[config.mk]
export PLATFORM = sky130hd
export DESIGN_NAME = lsu_ctrl_flat
export DESIGN_NICKNAME = d
export VERILOG_FILES = /design/src/rtl/lsu_ctrl_pkg.sv /design/src/rtl/lsu_ctrl_if.sv /design/src/rtl/lsu_ctrl_load_ext.sv /design/src/rtl/lsu_ctrl.sv /design/src/flat_wrapper.sv
export SDC_FILE = /design/constraint.sdc
export NUM_CORES = 1
export LEC_CHECK = 0
export ABC_AREA = 1
export CAP_MARGIN = 20
export CORE_AREA = 8 8 248 250
export CTS_CLUSTER_DIAMETER = 40
export CTS_CLUSTER_SIZE = 12
export DETAILED_ROUTE_END_ITERATION = 10
export DIE_AREA = 0 0 256 258
export SLEW_MARGIN = 10
export SYNTH_ARGS = -nofsm -noshare
export SYNTH_HDL_FRONTEND = slang
export SYNTH_HIERARCHICAL = 1
export SYNTH_SLANG_ARGS = --single-unit
[constraint.sdc]
create_clock -name clk -period 3.1 [get_ports clk]
set_input_delay 0.62 -clock clk [delete_from_list [all_inputs] [get_ports clk]]
set_output_delay 0.62 -clock clk [all_outputs]
set_load 0.005 [all_outputs]
[src/rtl/lsu_ctrl_pkg.sv]
// Shared encodings for the load/store unit: funct3 codes, dmem size selects,
// trap codes and FSM state constants, plus small decode helpers.
// No logic of its own; imported by every lsu_ctrl file.
package lsu_ctrl_pkg;

    // RISC-V load/store funct3 encodings (stores reuse the low two bits)
    typedef enum logic [2:0] {
        F3_B   = 3'b000,
        F3_H   = 3'b001,
        F3_W   = 3'b010,
        F3_D   = 3'b011,
        F3_BU  = 3'b100,
        F3_HU  = 3'b101,
        F3_WU  = 3'b110,
        F3_RSV = 3'b111
    } funct3_e;

    // dmem byte-lane select per access size
    localparam logic [7:0] SEL_B = 8'h01;
    localparam logic [7:0] SEL_H = 8'h03;
    localparam logic [7:0] SEL_W = 8'h0F;
    localparam logic [7:0] SEL_D = 8'hFF;

    // Trap cause codes; 4..7 originate in dmem and are passed through
    typedef enum logic [3:0] {
        EXC_ILLEGAL  = 4'd2,
        EXC_LD_MISAL = 4'd4,
        EXC_LD_FAULT = 4'd5,
        EXC_ST_MISAL = 4'd6,
        EXC_ST_FAULT = 4'd7
    } exc_e;

    // FSM state encoding
    typedef logic [1:0] state_t;
    localparam state_t ST_IDLE   = 2'd0;
    localparam state_t ST_ACCESS = 2'd1;
    localparam state_t ST_RESP   = 2'd2;

    // Size field (funct3[1:0]) to dmem lane select
    function automatic logic [7:0] word_sel(input logic [1:0] size);
        case (size)
            2'd0:    return SEL_B;
            2'd1:    return SEL_H;
            2'd2:    return SEL_W;
            default: return SEL_D;
        endcase
    endfunction

    // Stores have no unsigned variants; loads have no 3'b111 encoding
    function automatic logic is_illegal(input logic is_store, input logic [2:0] f3);
        return is_store ? f3[2] : (f3 == 3'b111);
    endfunction

endpackage

[src/rtl/lsu_ctrl_if.sv]
// Bundle of every non-clock signal around the load/store unit.
// master = surrounding pipeline and dmem (execute, writeback, memory).
// slave  = lsu_ctrl itself.
interface lsu_ctrl_if #(
    parameter int XLEN  = 64,
    parameter int CNT_W = 32
);
    // execute -> lsu request
    logic            req_valid;
    logic            req_ready;
    logic            req_is_store;
    logic [2:0]      req_funct3;
    logic [XLEN-1:0] req_addr;
    logic [XLEN-1:0] req_wdata;
    logic [4:0]      req_rd;
    // lsu -> writeback response
    logic            rsp_valid;
    logic            rsp_ready;
    logic [XLEN-1:0] rsp_data;
    logic [4:0]      rsp_rd;
    logic            rsp_exc_en;
    logic [3:0]      rsp_exc_code;
    logic [XLEN-1:0] rsp_exc_val;
    // pipeline redirect
    logic            flush;
    // lsu <-> dmem
    logic            we_dmem;
    logic            is_LOAD;
    logic [7:0]      dmem_word_sel;
    logic [XLEN-1:0] r_dmem_addr;
    logic [XLEN-1:0] w_dmem_data;
    logic [XLEN-1:0] dmem_data;
    logic            exc_en;
    logic [3:0]      exc_code;
    logic [XLEN-1:0] exc_val;
    // performance counters
    logic [CNT_W-1:0] cnt_load;
    logic [CNT_W-1:0] cnt_store;
    logic [CNT_W-1:0] cnt_exc;

    modport master (
        output req_valid, req_is_store, req_funct3, req_addr, req_wdata, req_rd,
        output rsp_ready, flush, dmem_data, exc_en, exc_code, exc_val,
        input  req_ready, rsp_valid, rsp_data, rsp_rd, rsp_exc_en, rsp_exc_code, rsp_exc_val,
        input  we_dmem, is_LOAD, dmem_word_sel, r_dmem_addr, w_dmem_data,
        input  cnt_load, cnt_store, cnt_exc
    );

    modport slave (
        input  req_valid, req_is_store, req_funct3, req_addr, req_wdata, req_rd,
        input  rsp_ready, flush, dmem_data, exc_en, exc_code, exc_val,
        output req_ready, rsp_valid, rsp_data, rsp_rd, rsp_exc_en, rsp_exc_code, rsp_exc_val,
        output we_dmem, is_LOAD, dmem_word_sel, r_dmem_addr, w_dmem_data,
        output cnt_load, cnt_store, cnt_exc
    );

endinterface

[src/rtl/lsu_ctrl_load_ext.sv]
// Sign/zero extension of LSB-aligned dmem read data according to funct3.
// Latency: combinational.
// Backpressure: none (pure function of its inputs).
module lsu_load_ext
    import lsu_ctrl_pkg::*;
#(
    parameter int XLEN = 64
) (
    input  logic [2:0]      funct3_i,
    input  logic [XLEN-1:0] raw_i,
    output logic [XLEN-1:0] ext_o
);

    // Pick the width from funct3[1:0], the fill bit from funct3[2]
    always_comb begin
        ext_o = raw_i;
        case (funct3_i)
            F3_B:    ext_o = {{(XLEN-8){raw_i[7]}},   raw_i[7:0]};
            F3_H:    ext_o = {{(XLEN-16){raw_i[15]}}, raw_i[15:0]};
            F3_W:    ext_o = {{(XLEN-32){raw_i[31]}}, raw_i[31:0]};
            F3_BU:   ext_o = {{(XLEN-8){1'b0}},       raw_i[7:0]};
            F3_HU:   ext_o = {{(XLEN-16){1'b0}},      raw_i[15:0]};
            F3_WU:   ext_o = {{(XLEN-32){1'b0}},      raw_i[31:0]};
            default: ext_o = raw_i;
        endcase
    end

endmodule

[src/rtl/lsu_ctrl.sv]
// Load/store initiator: one op per handshake, one-cycle dmem access, registered response.
// Latency: accept edge N, dmem access cycle N+1, rsp_valid from N+2 (illegal ops: N+1).
// Backpressure: req_ready only in IDLE; response held stable until rsp_ready (flush wins).
module lsu_ctrl
    import lsu_ctrl_pkg::*;
#(
    parameter int XLEN  = 64,
    parameter int CNT_W = 32
) (
    input  logic clk,
    input  logic rst,
    lsu_ctrl_if.slave bus
);

    state_t           state_q,        state_d;
    logic             op_store_q,     op_store_d;
    logic [2:0]       op_f3_q,        op_f3_d;
    logic [XLEN-1:0]  op_addr_q,      op_addr_d;
    logic [XLEN-1:0]  op_wdata_q,     op_wdata_d;
    logic [4:0]       op_rd_q,        op_rd_d;
    logic [XLEN-1:0]  rsp_data_q,     rsp_data_d;
    logic [4:0]       rsp_rd_q,       rsp_rd_d;
    logic             rsp_exc_en_q,   rsp_exc_en_d;
    logic [3:0]       rsp_exc_code_q, rsp_exc_code_d;
    logic [XLEN-1:0]  rsp_exc_val_q,  rsp_exc_val_d;
    logic [CNT_W-1:0] cnt_load_q,     cnt_load_d;
    logic [CNT_W-1:0] cnt_store_q,    cnt_store_d;
    logic [CNT_W-1:0] cnt_exc_q,      cnt_exc_d;

    logic             in_access;
    logic [XLEN-1:0]  load_ext;

    lsu_load_ext #(.XLEN(XLEN)) u_load_ext (
        .funct3_i (op_f3_q),
        .raw_i    (bus.dmem_data),
        .ext_o    (load_ext)
    );

    // Next-state: request capture, dmem sampling, response retire and counting
    always_comb begin
        state_d        = state_q;
        op_store_d     = op_store_q;
        op_f3_d        = op_f3_q;
        op_addr_d      = op_addr_q;
        op_wdata_d     = op_wdata_q;
        op_rd_d        = op_rd_q;
        rsp_data_d     = rsp_data_q;
        rsp_rd_d       = rsp_rd_q;
        rsp_exc_en_d   = rsp_exc_en_q;
        rsp_exc_code_d = rsp_exc_code_q;
        rsp_exc_val_d  = rsp_exc_val_q;
        cnt_load_d     = cnt_load_q;
        cnt_store_d    = cnt_store_q;
        cnt_exc_d      = cnt_exc_q;
        case (state_q)
            ST_IDLE: begin
                if (bus.req_valid) begin
                    op_store_d = bus.req_is_store;
                    op_f3_d    = bus.req_funct3;
                    op_addr_d  = bus.req_addr;
                    op_wdata_d = bus.req_wdata;
                    op_rd_d    = bus.req_rd;
                    // Undefined encodings trap without ever touching dmem
                    if (is_illegal(bus.req_is_store, bus.req_funct3)) begin
                        state_d        = ST_RESP;
                        rsp_data_d     = '0;
                        rsp_rd_d       = bus.req_is_store ? 5'd0 : bus.req_rd;
                        rsp_exc_en_d   = 1'b1;
                        rsp_exc_code_d = EXC_ILLEGAL;
                        rsp_exc_val_d  = bus.req_addr;
                    end else begin
                        state_d = ST_ACCESS;
                    end
                end
            end
            ST_ACCESS: begin
                // The dmem access happens regardless; flush only drops the result
                if (bus.flush) begin
                    state_d = ST_IDLE;
                end else begin
                    state_d  = ST_RESP;
                    rsp_rd_d = op_store_q ? 5'd0 : op_rd_q;
                    if (bus.exc_en) begin
                        rsp_data_d     = '0;
                        rsp_exc_en_d   = 1'b1;
                        rsp_exc_code_d = bus.exc_code;
                        rsp_exc_val_d  = bus.exc_val;
                    end else begin
                        rsp_data_d     = op_store_q ? '0 : load_ext;
                        rsp_exc_en_d   = 1'b0;
                        rsp_exc_code_d = 4'd0;
                        rsp_exc_val_d  = '0;
                    end
                end
            end
            ST_RESP: begin
                if (bus.flush || bus.rsp_ready) begin
                    state_d        = ST_IDLE;
                    rsp_data_d     = '0;
                    rsp_rd_d       = 5'd0;
                    rsp_exc_en_d   = 1'b0;
                    rsp_exc_code_d = 4'd0;
                    rsp_exc_val_d  = '0;
                    // Only a response actually consumed by writeback is counted
                    if (!bus.flush) begin
                        if (rsp_exc_en_q)    cnt_exc_d   = cnt_exc_q   + CNT_W'(1);
                        else if (op_store_q) cnt_store_d = cnt_store_q + CNT_W'(1);
                        else                 cnt_load_d  = cnt_load_q  + CNT_W'(1);
                    end
                end
            end
            default: state_d = ST_IDLE;
        endcase
    end

    // State and response registers with asynchronous active-low reset
    always_ff @(posedge clk or negedge rst) begin
        if (!rst) begin
            state_q        <= ST_IDLE;
            op_store_q     <= 1'b0;
            op_f3_q        <= 3'd0;
            op_addr_q      <= '0;
            op_wdata_q     <= '0;
            op_rd_q        <= 5'd0;
            rsp_data_q     <= '0;
            rsp_rd_q       <= 5'd0;
            rsp_exc_en_q   <= 1'b0;
            rsp_exc_code_q <= 4'd0;
            rsp_exc_val_q  <= '0;
            cnt_load_q     <= '0;
            cnt_store_q    <= '0;
            cnt_exc_q      <= '0;
        end else begin
            state_q        <= state_d;
            op_store_q     <= op_store_d;
            op_f3_q        <= op_f3_d;
            op_addr_q      <= op_addr_d;
            op_wdata_q     <= op_wdata_d;
            op_rd_q        <= op_rd_d;
            rsp_data_q     <= rsp_data_d;
            rsp_rd_q       <= rsp_rd_d;
            rsp_exc_en_q   <= rsp_exc_en_d;
            rsp_exc_code_q <= rsp_exc_code_d;
            rsp_exc_val_q  <= rsp_exc_val_d;
            cnt_load_q     <= cnt_load_d;
            cnt_store_q    <= cnt_store_d;
            cnt_exc_q      <= cnt_exc_d;
        end
    end

    // dmem side is gated by the ACCESS state so it reads zero at all other times
    assign in_access         = (state_q == ST_ACCESS);
    assign bus.we_dmem       = in_access &&  op_store_q;
    assign bus.is_LOAD       = in_access && !op_store_q;
    assign bus.dmem_word_sel = in_access ? word_sel(op_f3_q[1:0]) : 8'h00;
    assign bus.r_dmem_addr   = in_access ? op_addr_q  : '0;
    assign bus.w_dmem_data   = in_access ? op_wdata_q : '0;

    assign bus.req_ready     = (state_q == ST_IDLE);
    assign bus.rsp_valid     = (state_q == ST_RESP);
    assign bus.rsp_data      = rsp_data_q;
    assign bus.rsp_rd        = rsp_rd_q;
    assign bus.rsp_exc_en    = rsp_exc_en_q;
    assign bus.rsp_exc_code  = rsp_exc_code_q;
    assign bus.rsp_exc_val   = rsp_exc_val_q;
    assign bus.cnt_load      = cnt_load_q;
    assign bus.cnt_store     = cnt_store_q;
    assign bus.cnt_exc       = cnt_exc_q;

endmodule

[src/flat_wrapper.sv]
// flat-port wrapper written by rule: the top's interface ports become plain ports
module lsu_ctrl_flat import lsu_ctrl_pkg::*;
#(
    parameter int XLEN  = 64,
    parameter int CNT_W = 32
)
  (clk, rst, bus_req_valid, bus_req_is_store, bus_req_funct3, bus_req_addr, bus_req_wdata, bus_req_rd, bus_rsp_ready, bus_flush, bus_dmem_data, bus_exc_en, bus_exc_code, bus_exc_val, bus_req_ready, bus_rsp_valid, bus_rsp_data, bus_rsp_rd, bus_rsp_exc_en, bus_rsp_exc_code, bus_rsp_exc_val, bus_we_dmem, bus_is_LOAD, bus_dmem_word_sel, bus_r_dmem_addr, bus_w_dmem_data, bus_cnt_load, bus_cnt_store, bus_cnt_exc);
  lsu_ctrl_if #(.XLEN(XLEN), .CNT_W(CNT_W)) bus_i ();
  input  logic clk;
  input  logic rst;
  input wire logic [$bits(bus_i.req_valid)-1:0] bus_req_valid;
  input wire logic [$bits(bus_i.req_is_store)-1:0] bus_req_is_store;
  input wire logic [$bits(bus_i.req_funct3)-1:0] bus_req_funct3;
  input wire logic [$bits(bus_i.req_addr)-1:0] bus_req_addr;
  input wire logic [$bits(bus_i.req_wdata)-1:0] bus_req_wdata;
  input wire logic [$bits(bus_i.req_rd)-1:0] bus_req_rd;
  input wire logic [$bits(bus_i.rsp_ready)-1:0] bus_rsp_ready;
  input wire logic [$bits(bus_i.flush)-1:0] bus_flush;
  input wire logic [$bits(bus_i.dmem_data)-1:0] bus_dmem_data;
  input wire logic [$bits(bus_i.exc_en)-1:0] bus_exc_en;
  input wire logic [$bits(bus_i.exc_code)-1:0] bus_exc_code;
  input wire logic [$bits(bus_i.exc_val)-1:0] bus_exc_val;
  output wire logic [$bits(bus_i.req_ready)-1:0] bus_req_ready;
  output wire logic [$bits(bus_i.rsp_valid)-1:0] bus_rsp_valid;
  output wire logic [$bits(bus_i.rsp_data)-1:0] bus_rsp_data;
  output wire logic [$bits(bus_i.rsp_rd)-1:0] bus_rsp_rd;
  output wire logic [$bits(bus_i.rsp_exc_en)-1:0] bus_rsp_exc_en;
  output wire logic [$bits(bus_i.rsp_exc_code)-1:0] bus_rsp_exc_code;
  output wire logic [$bits(bus_i.rsp_exc_val)-1:0] bus_rsp_exc_val;
  output wire logic [$bits(bus_i.we_dmem)-1:0] bus_we_dmem;
  output wire logic [$bits(bus_i.is_LOAD)-1:0] bus_is_LOAD;
  output wire logic [$bits(bus_i.dmem_word_sel)-1:0] bus_dmem_word_sel;
  output wire logic [$bits(bus_i.r_dmem_addr)-1:0] bus_r_dmem_addr;
  output wire logic [$bits(bus_i.w_dmem_data)-1:0] bus_w_dmem_data;
  output wire logic [$bits(bus_i.cnt_load)-1:0] bus_cnt_load;
  output wire logic [$bits(bus_i.cnt_store)-1:0] bus_cnt_store;
  output wire logic [$bits(bus_i.cnt_exc)-1:0] bus_cnt_exc;
  assign bus_i.req_valid = bus_req_valid;
  assign bus_i.req_is_store = bus_req_is_store;
  assign bus_i.req_funct3 = bus_req_funct3;
  assign bus_i.req_addr = bus_req_addr;
  assign bus_i.req_wdata = bus_req_wdata;
  assign bus_i.req_rd = bus_req_rd;
  assign bus_i.rsp_ready = bus_rsp_ready;
  assign bus_i.flush = bus_flush;
  assign bus_i.dmem_data = bus_dmem_data;
  assign bus_i.exc_en = bus_exc_en;
  assign bus_i.exc_code = bus_exc_code;
  assign bus_i.exc_val = bus_exc_val;
  assign bus_req_ready = bus_i.req_ready;
  assign bus_rsp_valid = bus_i.rsp_valid;
  assign bus_rsp_data = bus_i.rsp_data;
  assign bus_rsp_rd = bus_i.rsp_rd;
  assign bus_rsp_exc_en = bus_i.rsp_exc_en;
  assign bus_rsp_exc_code = bus_i.rsp_exc_code;
  assign bus_rsp_exc_val = bus_i.rsp_exc_val;
  assign bus_we_dmem = bus_i.we_dmem;
  assign bus_is_LOAD = bus_i.is_LOAD;
  assign bus_dmem_word_sel = bus_i.dmem_word_sel;
  assign bus_r_dmem_addr = bus_i.r_dmem_addr;
  assign bus_w_dmem_data = bus_i.w_dmem_data;
  assign bus_cnt_load = bus_i.cnt_load;
  assign bus_cnt_store = bus_i.cnt_store;
  assign bus_cnt_exc = bus_i.cnt_exc;
  lsu_ctrl #(.XLEN(XLEN), .CNT_W(CNT_W)) u_core (.clk(clk), .rst(rst), .bus(bus_i));
endmodule
**Yosys cells after proc, flatten, opt, wreduce, memory -nomap -nowiden**

Cells that the tools add are included.

- Register bits: 373
- Latch bits: 0
- Memory bits (writable): 0
- Memory bits (read-only): 0
- Input bits: 275
- Memories kept: 0

- $add $sub $neg: 3
- Multiply operators: 0
- Divide/modulo/power cells: 0
- Magnitude comparators: 0
- Equality and inequality tests: 14
- Shifts and indexed selects: 0
- Muxes and demuxes: 42
- Bitwise gates (word level): 3
- Reduce and logical (&&, ||, !) cells: 14

Operator list:

| operator | count |
|---|---|
| 64-bit two-way mux | 12 |
| 64-bit case mux with 3 select lines | 2 |
| 64-bit case mux with 6 select lines | 1 |
| 32-bit by 1-bit adder with 32-bit output (second input constant) | 3 |
| 5-bit two-way mux | 6 |
| 8-bit case mux with 3 select lines | 1 |
| 4-bit two-way mux | 5 |
| 5-bit case mux with 3 select lines | 1 |
| 5-bit AND reduction | 3 |
| 3-bit equality test (second input constant) | 4 |
| 4-bit case mux with 3 select lines | 1 |
| 2-bit two-way mux | 4 |
| 8-bit two-way mux | 1 |
| 1-bit two-way mux | 6 |
| 2-bit case mux with 3 select lines | 1 |
| 2-bit by 1-bit equality test with 1-bit output (second input constant) | 2 |
| 2-bit equality test (second input constant) | 2 |
| 2-bit zero test | 2 |
| 2-bit by 1-bit != test with 1-bit output (second input constant) | 2 |
| 2-bit != test (second input constant) | 2 |
| 2-bit AND reduction | 2 |
| 4-bit AND reduction | 1 |
| 3-bit by 1-bit equality test with 1-bit output (second input constant) | 1 |
| 3-bit by 2-bit equality test with 1-bit output (second input constant) | 1 |
| 7 further kinds | 10 |

**Longest topological paths before layout**

- Word-level depth: 6
- Gate-level depth with buffers: 12
- Depth with buffers taken out: 11

**Cells and area by module**

Netlist, hierarchy kept.

By module, submodules not included:

| module | times used | cells an instance | area an instance (sq um) | sequential area each (sq um) |
|---|---|---|---|---|
| lsu_ctrl | 1 | 1863 | 17120.2 | 9334.0 |
| lsu_load_ext | 1 | 155 | 832.0 | 0.0 |

**Worst setup path before layout**

Ideal clock, no wire load.

- Path type: register to output
- From: reg u_core.state_q[1]
- To: out bus_dmem_word_sel[5]
- Arrival: 1.488 ns
- Required time: 2.480 ns
- Path slack: 0.992 ns
- Cell stages (with the launch flop): 8
- Path through: dfrtp_1 -> inv_1 -> ha_1 -> buf_2 -> clkbuf_1 -> nand2_1 -> nor2_1 -> buf_4

- Longest elaborated chain between the ends: 2

Ends and longest elaborated chain:

| item | RTL line | RTL |
|---|---|---|
| start, declared | lsu_ctrl.sv:15 | `state_t state_q, state_d;` |
| start signal, assigned | lsu_ctrl.sv:134 | `state_q <= state_d;` |
| 2-bit by 1-bit equality test with 1-bit output | lsu_ctrl.sv:152 | `assign in_access = (state_q == ST_ACCESS);` |
| via u_core.in_access | lsu_ctrl.sv:30 | `logic in_access;` |
| 8-bit two-way mux | lsu_ctrl.sv:155 | `assign bus.dmem_word_sel = in_access ? word_sel(op_f3_q[1:0]) : 8'h00;` |
| end, declared | flat_wrapper.sv:32 | `output wire logic [$bits(bus_i.dmem_word_sel)-1:0] bus_dmem_word_sel;` |

The timed path passes the listed nets, and every way through them passes these cells.

**Final worst setup path**

- From: reg u_core.state_q[1]
- To: out bus_r_dmem_addr[19]

- Longest elaborated chain between the ends: 2

Ends and longest elaborated chain:

| item | RTL line | RTL |
|---|---|---|
| 2-bit by 1-bit equality test with 1-bit output | lsu_ctrl.sv:152 |  |
| 64-bit two-way mux | lsu_ctrl.sv:156 | `assign bus.r_dmem_addr = in_access ? op_addr_q : '0;` |
| end, declared | flat_wrapper.sv:33 | `output wire logic [$bits(bus_i.r_dmem_addr)-1:0] bus_r_dmem_addr;` |

Every way passes these cells.

==> flow_metrics.tcl <==
set metrics [dict create \
    status "finished clean" \
    mostFrequentLayoutCells "clkdlybuf4s50_1, nand2_1, dfrtp_1" \
    wl_per_cell_microns 20.5 \
    setup_violations 0 \
    path_delay_family "buffers and inverters" \
    cts-buffers-inserted 66 \
    slew_headroom 0.539 \
    totalWireLength_microns 71600 \
    grt_pass1_wl_microns 108000 \
    cts.sinks 373 \
    pwr-share-clk 0.300 \
    worst_setup_path_start_kind "flop" \
    yosysSeqAreaShare 0.520 \
    cp.arrival_ns 2.35 \
    ys_top_cells_by_area "dfrtp_1, nand2_1, mux2_2" \
    via_per_inst 4.79 \
    ir_worst_vdd_v 0.000505 \
    tns_ns 0 \
    seq_power_share 0.293 \
    synthToLayoutAreaGrowth_pct 54.7 \
    path_clk_slew_ns 0.05 \
    worstMarginPinSlew_ns 0.691 \
    hold_viol 0 \
    crit_path_end_kind "primary output" \
    sw_frac_of_total 0.347 \
    cap_violations 0 \
    insertion_delay_ns 0.59 \
    dpl_cell_area_sq_um 25300 \
    grt_max_degree 99 \
    drc 0 \
    crit_fanout 25 \
    final_cell_area_sq_um 27800 \
    critPathRequiredTime_ns 2.48 \
    share_comb_of_total_power 0.408 \
    row_count 88 \
    place.gp.congestion 0.890 \
    yosysTopAreaCell "dfrtp_1" \
    synth_cell_types 31 \
    core_area_sq_um 57400 \
    cp.buffers_inverters 5 \
    grt_pass1_vias 17302 \
    critical_path_class "reg -> out" \
    finalClockSkew_ns 0.0374 \
    syn-num-nets 2300 \
    die_width_microns 256 \
    overflow 0 \
    place_ws_ns 0.351 \
    cts_tree "built" \
    h-tree-depth 3 \
    grt_setup_unrepaired "false" \
    layout_commonest_cell "clkdlybuf4s50_1" \
    yosys.area.top_type_share 0.520 \
    fin_ws_ns 0.126 \
    switchingPower_mw 8.79 \
    max_freq_mhz 336 \
    dp_hpwl_microns 53100 \
    dieHeight_microns 258 \
    fillers 5361 \
    drt-initial-drc-count 1054 \
    leakagePower_nw 13.1 \
    num_vias 16691 \
    cts_root_buf "clkbuf_16" \
    synthCells 2018 \
    power_density_nw_per_um2 913 \
    final_antenna_net_count 0 \
    fin_nets 2944 \
    syn-cell-area_sq_um 18000 \
    regArea_sq_um 9330 \
    port_buffers 648 \
    slowest_delay_ns 0.52 \
    ys_warn_count 6 \
    power.internal_mw 16.6 \
    min_path_type "in -> async" \
    ctsLongestPathBuffers 3 \
    track_usage 0.208 \
    start_util 0.313 \
    drive_gt1_frac 0.121 \
    die_area_sq_um 66000 \
    antenna_found_initial 16 \
    multi_input_area_sq_um 7160 \
    final_max_slew_viol_count 0 \
    yosys_register_bits 373 \
    fin_crit_ns 2.97 \
    boundaryPins 649 \
    holdBufCountCts 0 \
    syn_avg_cell_area_sq_um 8.90 \
    first_pass_iters 7 \
    fin_crit_sh 0.959 \
    crit_path_top_delay_cell "clkdlybuf4s50_1" \
    crit_chain "inv_2 -> ha_4 -> buf_12 -> bufbuf_16 -> nand2_1 -> inv_1 -> clkdlybuf4s50_1" \
]
==> final cells by class <==
cell class | instances | share of cell area
multi-input cells | 1296 | 0.258
clock inverters | 45 | 0.0215
well taps | 765 | 0.0345
flip-flops and latches | 373 | 0.336
repair buffers | 691 | 0.255
clock buffers | 73 | 0.0623
inverters | 234 | 0.0318
diodes | 11 | 0.000991
==> worst paths after layout <==
kind	start	slack [ns]	depth (start not counted)	to
setup / recovery	u_core/state_q[1]$_DFFE_PN0P_	0.13	7	bus_r_dmem_addr[19]
hold / removal	rst	0.03	1	u_core/bus.rsp_data[53]$_DFFE_PN0P_
setup reg to reg	u_core/state_q[0]$_DFFE_PN0P_	0.70	7	u_core/bus.rsp_exc_val[3]$_DFFE_PN0P_
hold reg to reg	u_core/bus.rsp_data[22]$_DFFE_PN0P_	0.48	2	u_core/bus.rsp_data[22]$_DFFE_PN0P_
max in group asynchronous	rst	2.12	2	u_core/bus.cnt_store[30]$_DFFE_PN0P_
min in group clk	u_core/bus.rsp_data[22]$_DFFE_PN0P_	0.48	2	u_core/bus.rsp_data[22]$_DFFE_PN0P_
==> worst register-to-register path, stage by stage (launching register included) <==
cell and delay [ns]:
dfrtp_1 0.44, inv_1 0.10, ha_1 0.39, inv_2 0.44, nor2_4 0.09, buf_12 0.21
a22oi_1 0.47, o21ai_1 0.13
==> metrics by stage <==
step | cells | utilization | hold WS (ns) | total power, mW
finish | 3488 | 0.484 | 0.0342 | 25.3
global route | 3487 | 0.484 | 0.0545 | 26.8
CTS | 3476 | 0.483 | 0.0390 | 25.7
detailed placement | 3353 | 0.441 | 0.464 | 17.7
global placement | 3353 | 0.441 | 0.463 | 17.5
floorplan | 2018 | - | 0.324 | 12.3
==> synthesized netlist by cell type <==
cell,instances
o21ai_0,5
o21ai_1,70
ha_1,7
nand3_2,1
nand2_2,3
buf_4,21
nor2_1,84
nor3_2,1
nand2_1,577
mux2_2,134
nor2_4,7
nand3_1,187
dfrtp_1,373
o22ai_1,1
a21oi_1,4
inv_2,5
nor3_1,15
xor2_1,25
a22oi_1,69
o21a_1,1
a21oi_2,1
clkbuf_1,47
o21bai_1,2
buf_2,29
nand4_1,55
nand3b_1,1
buf_6,11
nor2_2,8
buf_1,7
inv_1,229
xnor2_1,38
==> cells by family after synthesis <==
group           after synthesis  share of synthesized area
mux                         134                     0.0841
xor+xnor                     63                     0.0307
compound gates              153                     0.0530
buf+inv                     349                     0.0840
fa+ha+maj                     7                    0.00488
simple gates                939                      0.223
flops                       373                      0.520
==> per-layer routing <==
metal  vias to the layer above  routed length, microns  GRT usage
met1                      7998                   28200      0.242
met5                         -                      63          0
met4                        10                    2420     0.0956
met2                       726                   34400      0.342
met3                       127                    6570     0.0770
li1                       7830                       -          -
==> power groups by stage <==
stage / logic [mW] / clock network [mW] / registers [mW]
6_report: 10.3 / 7.59 / 7.42
4_1_cts: 10.5 / 7.79 / 7.41
3_3_place_gp: 10.1 / 0 / 7.39
3_5_place_dp: 10.2 / 0 / 7.45
2_1_floorplan: 4.99 / 0 / 7.27
5_1_grt: 11.2 / 8.00 / 7.60
==> flip-flops by register name, summed over array words and instances, names as in the netlist <==
| register | count |
|---|---|
| u_core/bus.rsp_exc_en | 1 |
| u_core/bus.rsp_exc_code | 4 |
| u_core/op_rd_q | 5 |
| u_core/bus.cnt_exc | 32 |
| u_core/bus.rsp_exc_val | 64 |
| u_core/op_wdata_q | 64 |
| u_core/bus.cnt_load | 32 |
| u_core/op_store_q | 1 |
| u_core/op_addr_q | 64 |
| u_core/bus.rsp_rd | 5 |
| u_core/bus.rsp_data | 64 |
| u_core/state_q | 2 |
| u_core/op_f3_q | 3 |
| u_core/bus.cnt_store | 32 |
==> repair_timing <==
action | CTS | global route
gates cloned | 1 | 1
pin swaps | 0 | 0
resized for setup | 7 | 3
endpoints found under the setup margin | 62 | 42
buffers inserted | 4 | 0
No activity file was read; power rests on OpenSTA's default activity.
